File: src/rtl/uart_start_detect.sv
// ---------------------------------------------------------------------------
// uart_start_detect
//
// UART receive start-bit detector. It sits between the baud oversample tick
// generator and the receive shift FSM.
//
// The asynchronous rx_in line passes through a SYNC_STAGES flop synchroniser.
// The synchronised line is evaluated only on sample_tick. A start bit is
// confirmed when the line falls, after being seen high, and then stays low for
// MID_COUNT consecutive ticks. That point is the centre of the start bit.
//
// A low run that ends before MID_COUNT ticks reports a false start. After a
// confirmed start the detector locks out until two things hold at a tick:
// the receiver has dropped rx_busy, and the line is back high.
//
// Output pulse semantics:
//   start_bit_detected and false_start are registered one-clock strobes.
//   Each is raised on the clock after the tick that decided it.
//   The two strobes are never high in the same clock.
//   There is no backpressure: the consumer must take the strobe in that clock.
//
// Optional build macro: UART_START_GLITCH_FILTER_EN
//   When defined, a 3-deep tick history of the synchronised line feeds a
//   majority vote. This removes single-tick glitches and adds 2 ticks of
//   detection latency.
//   When undefined, the synchronised line is used directly.
//
// det_state encoding: 0 = IDLE, 1 = CHECK, 2 = LOCK.
// ---------------------------------------------------------------------------
module uart_start_detect #(
    parameter int OVERSAMPLE  = 16,
    parameter int SYNC_STAGES = 2,
    parameter int MID_COUNT   = OVERSAMPLE / 2
) (
    input  logic       clock,
    input  logic       reset,
    input  logic       enable,
    input  logic       sample_tick,
    input  logic       rx_in,
    input  logic       rx_busy,
    output logic       start_bit_detected,
    output logic       false_start,
    output logic [1:0] det_state
);

    // Counter is wide enough to hold OVERSAMPLE. It never exceeds MID_COUNT.
    localparam int CW = $clog2(OVERSAMPLE + 1);

    localparam logic [CW-1:0] MID_C = CW'(MID_COUNT);
    localparam logic [CW-1:0] ONE_C = CW'(1);

    localparam logic [1:0] S_IDLE  = 2'd0;
    localparam logic [1:0] S_CHECK = 2'd1;
    localparam logic [1:0] S_LOCK  = 2'd2;

    // -----------------------------------------------------------------------
    // Synchroniser.
    // Resets to all ones so the line reads as idle (high) out of reset.
    // -----------------------------------------------------------------------
    logic [SYNC_STAGES-1:0] sync_q;
    logic [SYNC_STAGES-1:0] sync_d;
    logic                   rx_s;

    // Shift rx_in into the chain every clock; the last stage is the usable line.
    always_comb begin
        sync_d = {sync_q[SYNC_STAGES-2:0], rx_in};
    end

    // Synchroniser flops, reset to the idle-high level.
    always_ff @(posedge clock) begin
        if (reset) begin
            sync_q <= '1;
        end else begin
            sync_q <= sync_d;
        end
    end

    assign rx_s = sync_q[SYNC_STAGES-1];

    // -----------------------------------------------------------------------
    // Sampled line value seen by the FSM.
    // -----------------------------------------------------------------------
    logic rx_v;

`ifdef UART_START_GLITCH_FILTER_EN
    // History holds the three most recent tick samples, newest in bit 0.
    logic [2:0] hist_q;
    logic [2:0] hist_d;

    // Capture the synchronised line into the history on every tick.
    always_comb begin
        hist_d = hist_q;
        if (sample_tick) begin
            hist_d = {hist_q[1:0], rx_s};
        end
    end

    // History flops. Reset to idle-high so no phantom edge appears after reset.
    always_ff @(posedge clock) begin
        if (reset) begin
            hist_q <= 3'b111;
        end else begin
            hist_q <= hist_d;
        end
    end

    // A two-of-three vote hides any single-tick excursion of the line.
    assign rx_v = (hist_q[0] & hist_q[1]) |
                  (hist_q[0] & hist_q[2]) |
                  (hist_q[1] & hist_q[2]);
`else
    assign rx_v = rx_s;
`endif

    // -----------------------------------------------------------------------
    // Detector FSM.
    // -----------------------------------------------------------------------
    logic [1:0]    state_q;
    logic [1:0]    state_d;
    logic [CW-1:0] cnt_q;
    logic [CW-1:0] cnt_d;
    logic [CW-1:0] cnt_inc;
    logic          prev_q;
    logic          prev_d;
    logic          det_q;
    logic          det_d;
    logic          fs_q;
    logic          fs_d;

    // In CHECK, cnt_q is below MID_COUNT, so the increment cannot wrap.
    assign cnt_inc = cnt_q + ONE_C;

    // Next-state logic. Nothing moves without a tick. A low enable parks the
    // detector in IDLE and quietly abandons any partial start.
    always_comb begin
        state_d = state_q;
        cnt_d   = cnt_q;
        prev_d  = prev_q;
        det_d   = 1'b0;
        fs_d    = 1'b0;

        if (!enable) begin
            state_d = S_IDLE;
            cnt_d   = '0;
            prev_d  = 1'b1;
        end else if (sample_tick) begin
            prev_d = rx_v;
            case (state_q)
                S_IDLE: begin
                    // Arm only on a true falling edge: high at the last tick, low now.
                    if (prev_q && !rx_v) begin
                        if (MID_C == ONE_C) begin
                            state_d = S_LOCK;
                            cnt_d   = MID_C;
                            det_d   = 1'b1;
                        end else begin
                            state_d = S_CHECK;
                            cnt_d   = ONE_C;
                        end
                    end
                end
                S_CHECK: begin
                    if (!rx_v) begin
                        if (cnt_inc >= MID_C) begin
                            state_d = S_LOCK;
                            cnt_d   = MID_C;
                            det_d   = 1'b1;
                        end else begin
                            cnt_d = cnt_inc;
                        end
                    end else begin
                        // The line went back high before mid-bit, so this was a glitch.
                        state_d = S_IDLE;
                        cnt_d   = '0;
                        fs_d    = 1'b1;
                    end
                end
                S_LOCK: begin
                    // Release only once the receiver is done and the line is idle.
                    if (!rx_busy && rx_v) begin
                        state_d = S_IDLE;
                        cnt_d   = '0;
                        prev_d  = 1'b1;
                    end
                end
                default: begin
                    state_d = S_IDLE;
                    cnt_d   = '0;
                    prev_d  = 1'b1;
                end
            endcase
        end
    end

    // FSM and pulse registers. Reset clears everything, including any pulse.
    always_ff @(posedge clock) begin
        if (reset) begin
            state_q <= S_IDLE;
            cnt_q   <= '0;
            prev_q  <= 1'b1;
            det_q   <= 1'b0;
            fs_q    <= 1'b0;
        end else begin
            state_q <= state_d;
            cnt_q   <= cnt_d;
            prev_q  <= prev_d;
            det_q   <= det_d;
            fs_q    <= fs_d;
        end
    end

    assign start_bit_detected = det_q;
    assign false_start        = fs_q;
    assign det_state          = state_q;

endmodule

File: config.mk
export PLATFORM = sky130hd
export DESIGN_NAME = uart_start_detect
export DESIGN_NICKNAME = d
export VERILOG_FILES = /design/src/rtl/uart_start_detect.sv
export SDC_FILE = /design/constraint.sdc
export NUM_CORES = 1
export LEC_CHECK = 0
export CORE_AREA = 2 2 39 41
export CTS_CLUSTER_SIZE = 20
export DETAILED_ROUTE_END_ITERATION = 12
export DIE_AREA = 0 0 41 43
export DONT_BUFFER_PORTS = 1
export SLEW_MARGIN = 20
export SYNTH_ARGS = -nofsm -noshare
export SYNTH_HDL_FRONTEND = slang
export SYNTH_SLANG_ARGS = --single-unit
File: constraint.sdc
create_clock -name clock -period 4 [get_ports clock]
set_input_delay 0.2 -clock clock [delete_from_list [all_inputs] [get_ports clock]]
set_output_delay 0.2 -clock clock [all_outputs]
set_load 0.01 [all_outputs]
Yosys cells after proc, flatten, opt, wreduce, memory -nomap -nowiden:

Cells that the tools add are included.

* bitwise gates (word level): 3
* mux-type cells: 14
* eq/ne operators: 5
* reduce and logical (&&, ||, !) cells: 11
* $lt $le $gt $ge: 1
* $add $sub $neg: 1

Operator list (number)
* $mux W5: 4
* $pmux W5 S3: 1
* $mux W2: 4
* $pmux W2 S3: 1
* $add A5 B1 Y5 const B: 1
* $ge A5 B4 Y1 const B: 1
* $reduce_or A5 Y1: 1
* $ne A2 B2 Y1 const B: 2
* $reduce_and A4 Y1: 1
* $reduce_or A2 Y1: 2
* $reduce_or A4 Y1: 1
* $mux W1: 3
* $ne A3 B3 Y1 const B: 1
* $not A1 Y1: 3
* $reduce_and A3 Y1: 1
* $eq A2 B1 Y1 const B: 1
* $eq A2 B2 Y1 const B: 1
* $logic_and A1 B1 Y1: 2
* $logic_not A1 Y1: 2
* $logic_not A2 Y1: 1
* $pmux W1 S2: 1

* bits of input ports: 6
* flip-flop bits (word level): 12
* logic and storage cells: 41
* output and inout port bits: 4

Longest topological paths before layout:

Gate-level depths: netlist of run 1.

* depth after elaboration: 5
* gate-level depth with buffers: 5

Worst setup path before layout of run 1:

No wires, ideal clock.

* kind: register -> register
* start: register cnt_q[0]
* end: register cnt_q[2]
* slack: 2.375 ns
* arrival: 1.551 ns
* path buffers: 0
* stages on the path, launching flop included: 6
* clock period less this slack: 1.625 ns
* required time: 3.926 ns
* path through: dfxtp_1 > ha_1 > xnor2_1 > a31oi_2 > or4_1 > a31oi_1

* cells in the longest elaborated chain, start to end: 5

Ends and longest elaborated chain
* from (decl): RTL line 120 `logic [CW-1:0] cnt_q;`
* from (signal assigned): RTL line 205 `cnt_q <= cnt_d;`
* $add A5 B1 Y5 (*): RTL line 131 `assign cnt_inc = cnt_q + ONE_C;`
* $ge A5 B4 Y1: RTL line 164 `if (cnt_inc >= MID_C) begin`
* $mux W5 (*): RTL line 164
* $mux W5 (*): RTL line 163 `if (!rx_v) begin`
* $pmux W5 S3 (*): RTL line 148 `case (state_q)`

Mark *: on every way between the ends. The rest lies on a longest branch, timed or not.
A chain may end at the register's enable or synchronous reset.

Worst setup path in the final report of run 1:

Ends and elaborated chain as after synthesis.

==> flow_summary.ini, run 1 <==
[clocking]
postCtsSetupBuffers = 0
cts_buffer_depth = 2
worstSkewPairLatency_ps = 270
cts_resized = 0
cts.htree.levels = 1
cts_sinks = 12
path_clk_slew_ps = 70
cts_tree = done
numCtsBuffers = 3
postCtsHoldBufs = 0
ctsRootBufferMaster = clkbuf_4

[drt]
wl_per_cell_um = 13.5
first_pass_iters = 4
dr_total_vias = 458
routed_wl_um = 1050
ant_nets = 0
routed_via_density = 5.87
drtIter0Drc = 8
drc = 0

[grt]
overflow = 0
grt_pass1_wl_um = 1810
track_usage = 0.156
grt_max_degree = 12
grt_pass1_vias = 405
antenna_found_initial = 0

[die]
core.rowCount = 14
die_y_um = 43
fp.dieW_um = 41
design.core.area_um2 = 1380
die_area_um2 = 1760
start_util = 0.419
top_level_ports = 10

[place]
dp_hpwl_um = 767
numPortBuffers = 0
gp_congestion = 0.803
dpl_worst_slack_ps = 2260

[critical_path]
critPathLaunchType = flop
arrival_ps = 1960
critPathCaptureType = flop
critical_path_required_ps = 4200
crit_fanout = 7
crit_type = reg2reg

[synth]
synth.largest_area_cell = dfxtp_1
synthCells = 62
synth_nets = 70
synth_seq_area_share = 0.415
yosys_warnings = 0
netlist_area_um2 = 579
synthTopCellsByArea = dfxtp_1 (41%), ha_1 (4.3%), nand2_1 (3.9%)
syn_avg_cell_area_um2 = 9.34
yosysTopAreaCellShare = 0.415
synthDistinctLibCells = 29
synth-seq-cells = 12

[power]
total_leakage_power_nw = 0.208
vdd_ir_drop_max_uv = 168
totalPowerFinal_uw = 201
power_per_cell_area_nw_per_um2 = 329

[sta]
holdWs_ps = 33.1
slew_violations = 0
worst_slew_pin_slew_ps = 483
finalSetupTns_ps = 0
fmax_mhz = 568
relSlewSlack = 0.676
period_needed_ps = 1760
rsz0062_at_grt = false
min_period_over_period = 0.440
setup-violations-final = 0
final_hold_viol_count = 0
clock_skew_ps = 1.21
setup_ws_ps = 2240

[finish]
area_delta_synth_final_pct = 5.18
final_nets = 72
drive_above_1_share = 0.145
antennaDiodeCount = 0

[flow_run]
drv_cap = 0

[outcome]
outcome = finished clean

[min_path]
hold_class = in2reg
-- registers in the layout, indices dropped and copies added (netlist names) --
register	cells
prev_q	1
det_state	2
start_bit_detected	1
false_start	1
sync_q	2
cnt_q	5
-- path summary, 6_finish.rpt --
check | start | end | slack (ps) | depth (start not counted)
min reg2reg | sync_q[0] | sync_q[1] | 410 | 1
min | rx_in | sync_q[0] | 30 | 1
max | cnt_q[0] | cnt_q[2] | 2240 | 5
max reg2reg | cnt_q[0] | cnt_q[2] | 2240 | 5
-- metrics by stage --
stage          instance area [um2]  instances   util
6_report                       609         78  0.440
5_1_grt                        609         78  0.440
4_1_cts                        609         78  0.440
3_5_place_dp                   587         75  0.424
3_3_place_gp                   587         75  0.424
2_1_floorplan                  579         62      -
-- synth_stat cells --
cell type and n:
and3b_1 1, or4b_1 1, xnor2_1 1, and3_1 2, ha_1 2, o31ai_2 1
a311oi_2 1, and2_1 1, or2_2 2, clkbuf_1 2, a32oi_1 1, a211oi_1 1
a31oi_2 1, nor3b_1 3, o31ai_1 1, a31oi_1 2, nand2_1 6, o21ai_1 2
nand2b_1 2, or4_1 2, o31a_1 1, nand3_1 4, a21oi_1 4, nor4b_1 1
nor2_1 2, nor3b_2 1, dfxtp_1 12, nor2b_1 1, buf_2 1
-- worst max-delay path, cell delays in order (launching register included) --
cell and delay [ps]:
dfxtp_1 420, ha_1 240, xnor2_1 150, a31oi_2 180, or4_1 540, a31oi_1 160
-- where the power goes --
part	internal (mW)	switching (mW)
registers	0.121	0.00170
clock network	0.0348	0.0355
logic	0.00336	0.00432
-- cells by family (layout without fill, tap and decap cells) --
kind of cell    after synthesis  in the layout  share of synthesized area
simple gates                 29             29                      0.307
xor+xnor                      1              1                     0.0151
compound gates               15             15                      0.199
buf+inv                       3              3                     0.0216
flops                        12             12                      0.415
fa+ha+maj                     2              2                     0.0432
-- cell usage in the layout, fill, tap and decap left out --
cell type / count
nand2_1: 6
nand3_1: 4
o21ai_1: 2
and3b_1: 1
clkbuf_4: 3
xnor2_1: 1
o31ai_2: 1
o31a_1: 1
nand2b_1: 2
ha_1: 2
a311oi_2: 1
o31ai_1: 1
a31oi_2: 1
nor4b_1: 1
a21oi_1: 4
nor2_1: 2
or4b_1: 1
nor3b_2: 1
or4_1: 2
or2_2: 2
dfxtp_1: 12
and3_1: 2
nor3b_1: 3
nor2b_1: 1
a211oi_1: 1
a32oi_1: 1
and2_1: 1
a31oi_1: 2
-- final cells by class --
cell class / count / area [um2]
multi-input cells: 47 / 327
well taps: 16 / 20.0
fillers: 128 / 774
flip-flops and latches: 12 / 240
clock buffers: 3 / 22.5
-- routing by layer --
| layer | vias to the layer above | share of wire | GRT usage | wire [um] |
|---|---|---|---|---|
| li1 | 234 | - | - | - |
| met1 | 205 | 0.46 | 0.214 | 487 |
| met2 | 17 | 0.44 | 0.188 | 465 |
| met3 | 2 | 0.082 | 0.105 | 86 |
| met4 | 0 | 0.012 | 0.0600 | 13 |
| met5 | - | 0 | 0 | 0 |
(Power assumes the default switching activity.)
==> run 2: changes to the inputs <==
==> constraint.sdc (replaced) <==
create_clock -name clock -period 1.5 [get_ports clock]
set_input_delay 0.075 -clock clock [delete_from_list [all_inputs] [get_ports clock]]
set_output_delay 0.075 -clock clock [all_outputs]
set_load 0.01 [all_outputs]
==> run 2 against run 1 <==
Against the previous run: final cell count up 17%; utilization up 11 points; sequential power increased to 2.6 times the previous value; non-clock buffer count up 13; global-route usage up 3.5 points; sequential share of layout area shrank 7.0 points; the run now ends with negative setup slack left; combinational power grew to 4.6 times the previous value; clock power grew to 2.8 times the previous value.
==> flow_summary.ini, run 2 (same netlist as run 1, synthesis figures left out) <==
[clocking]
cts_tree = done
cts_buffer_depth = 2
ctsRootBufferMaster = clkbuf_4
postCtsSetupBuffers = 0
cts_sinks = 12
numCtsBuffers = 3
cts.htree.levels = 1
worstSkewPairLatency_ps = 270
path_clk_slew_ps = 70

[grt]
grtUsageMet2 = 0.256
overflow = 0
grt_pass1_vias = 499
top_usage_layer = met1
use_met3 = 0.0314
track_usage = 0.191
antenna_found_initial = 0
grt_max_degree = 9
met1_usage = 0.284
grt_pass1_wl_um = 2260

[drt]
drc = 0
wl_per_cell_um = 14.5
ant_nets = 0
first_pass_iters = 4
dr_total_vias = 527
routed_wl_um = 1320
routed_via_density = 5.79
drtIter0Drc = 18

[die]
design.core.area_um2 = 1380
start_util = 0.419
fp.dieW_um = 41
core.rowCount = 14
die_y_um = 43
top_level_ports = 10
die_area_um2 = 1760

[critical_path]
arrival_ps = 1710
cp_top_family = simple AND/OR/NAND/NOR gates
slowest_delay_ps = 500
critical_path_required_ps = 1700
cp_num_buf_inv = 0
crit_fanout = 4
critPathCaptureType = flop
crit_chain = ha_4, xnor2_4, a31oi_4, or4b_1, a31oi_1
slowest_stage = or4b_1
crit_type = reg2reg
critPathLaunchType = flop

[outcome]
outcome = complete, but fails checks
violations = negative setup slack

[place]
dp_hpwl_um = 902
placed_area_um2 = 686
numPortBuffers = 0
gp_congestion = 0.788
dp.cells = 84

[finish]
area_delta_synth_final_pct = 32.0
regMostFlops = cnt_q
final_area_um2 = 764
final_util = 0.552
final_cell_mix = buf_4 (9), dfxtp_1 (8), nand2_1 (6)
final_nets = 85
layout_commonest_cell = buf_4
antennaDiodeCount = 0
largest_reg_flops = 5
stdcell_count = 91
drive_above_1_share = 0.320
fillers = 122

[power]
vdd_ir_drop_max_uv = 452
total_leakage_power_nw = 0.272
power_per_cell_area_nw_per_um2 = 725

[sta]
rsz0062_at_grt = true
fmax_mhz = 660
clock_skew_ps = 3.27
setup-violations-final = 1
setup_ws_ps = -16.0
final_hold_viol_count = 0
slew_violations = 0
period_needed_ps = 1520
min_period_over_period = 1.01
worst_slew_pin_slew_ps = 447
relSlewSlack = 0.701

[flow_run]
drv_cap = 0

[min_path]
hold_class = in2reg
==> run 2: metrics by stage <==
step	hold slack (ps)	TNS (ps)	power, mW	setup slack, ps
final	72.8	-16.0	0.554	-16.0
after global routing	85.3	-96.0	0.576	-82.7
after CTS	63.5	-14.0	0.561	-14.0
after detailed placement	181	-49.8	0.359	-49.8
after global placement	182	-8.51	0.359	-8.51
after floorplan	179	-31.2	0.353	-31.2
==> run 2: cell type report <==
class                           instances  area [um2]  area share
Clock buffer                            3        22.5      0.0295
Multi-Input combinational cell         47         367       0.480
Sequential cell                        12         248       0.324
Tap cell                               16        20.0      0.0262
Timing Repair Buffer                   13         108       0.141
==> run 2: worst reg2reg max path: stages, from the launching register on <==
cell,delay [ps]
dfxtp_4,360
ha_4,180
xnor2_4,160
a31oi_4,110
or4b_1,500
a31oi_1,140
==> run 2: layer usage <==
metal,up-vias,routed length [um]
li1,255,-
met1,245,595
met2,23,619
met3,4,86
met4,0,16
met5,-,0
==> run 2: worst paths after layout <==
kind / endpoint / slack [ps] / depth (start not counted) / from
worst min-delay path: det_state[0] / 70 / 3 / sample_tick
worst min register to register: sync_q[1] / 420 / 1 / sync_q[0]
worst max register to register: cnt_q[2] / -20 / 5 / cnt_q[1]
worst max-delay path: cnt_q[2] / -20 / 5 / cnt_q[1]
==> run 2: repair_timing <==
action | in CTS | in global routing
endpoints found under the setup margin | 1 | 2
endpoints found under the hold margin | 7 | 0
hold buffers | 4 | 0
pin swaps | 6 | 1
resized for setup | 2 | 2
==> run 2: where the power goes <==
group / total, mW / switching, mW / internal, mW
Sequential: 0.324 / 0.00385 / 0.320
Clock: 0.194 / 0.101 / 0.0929
Combinational: 0.0355 / 0.0165 / 0.0190
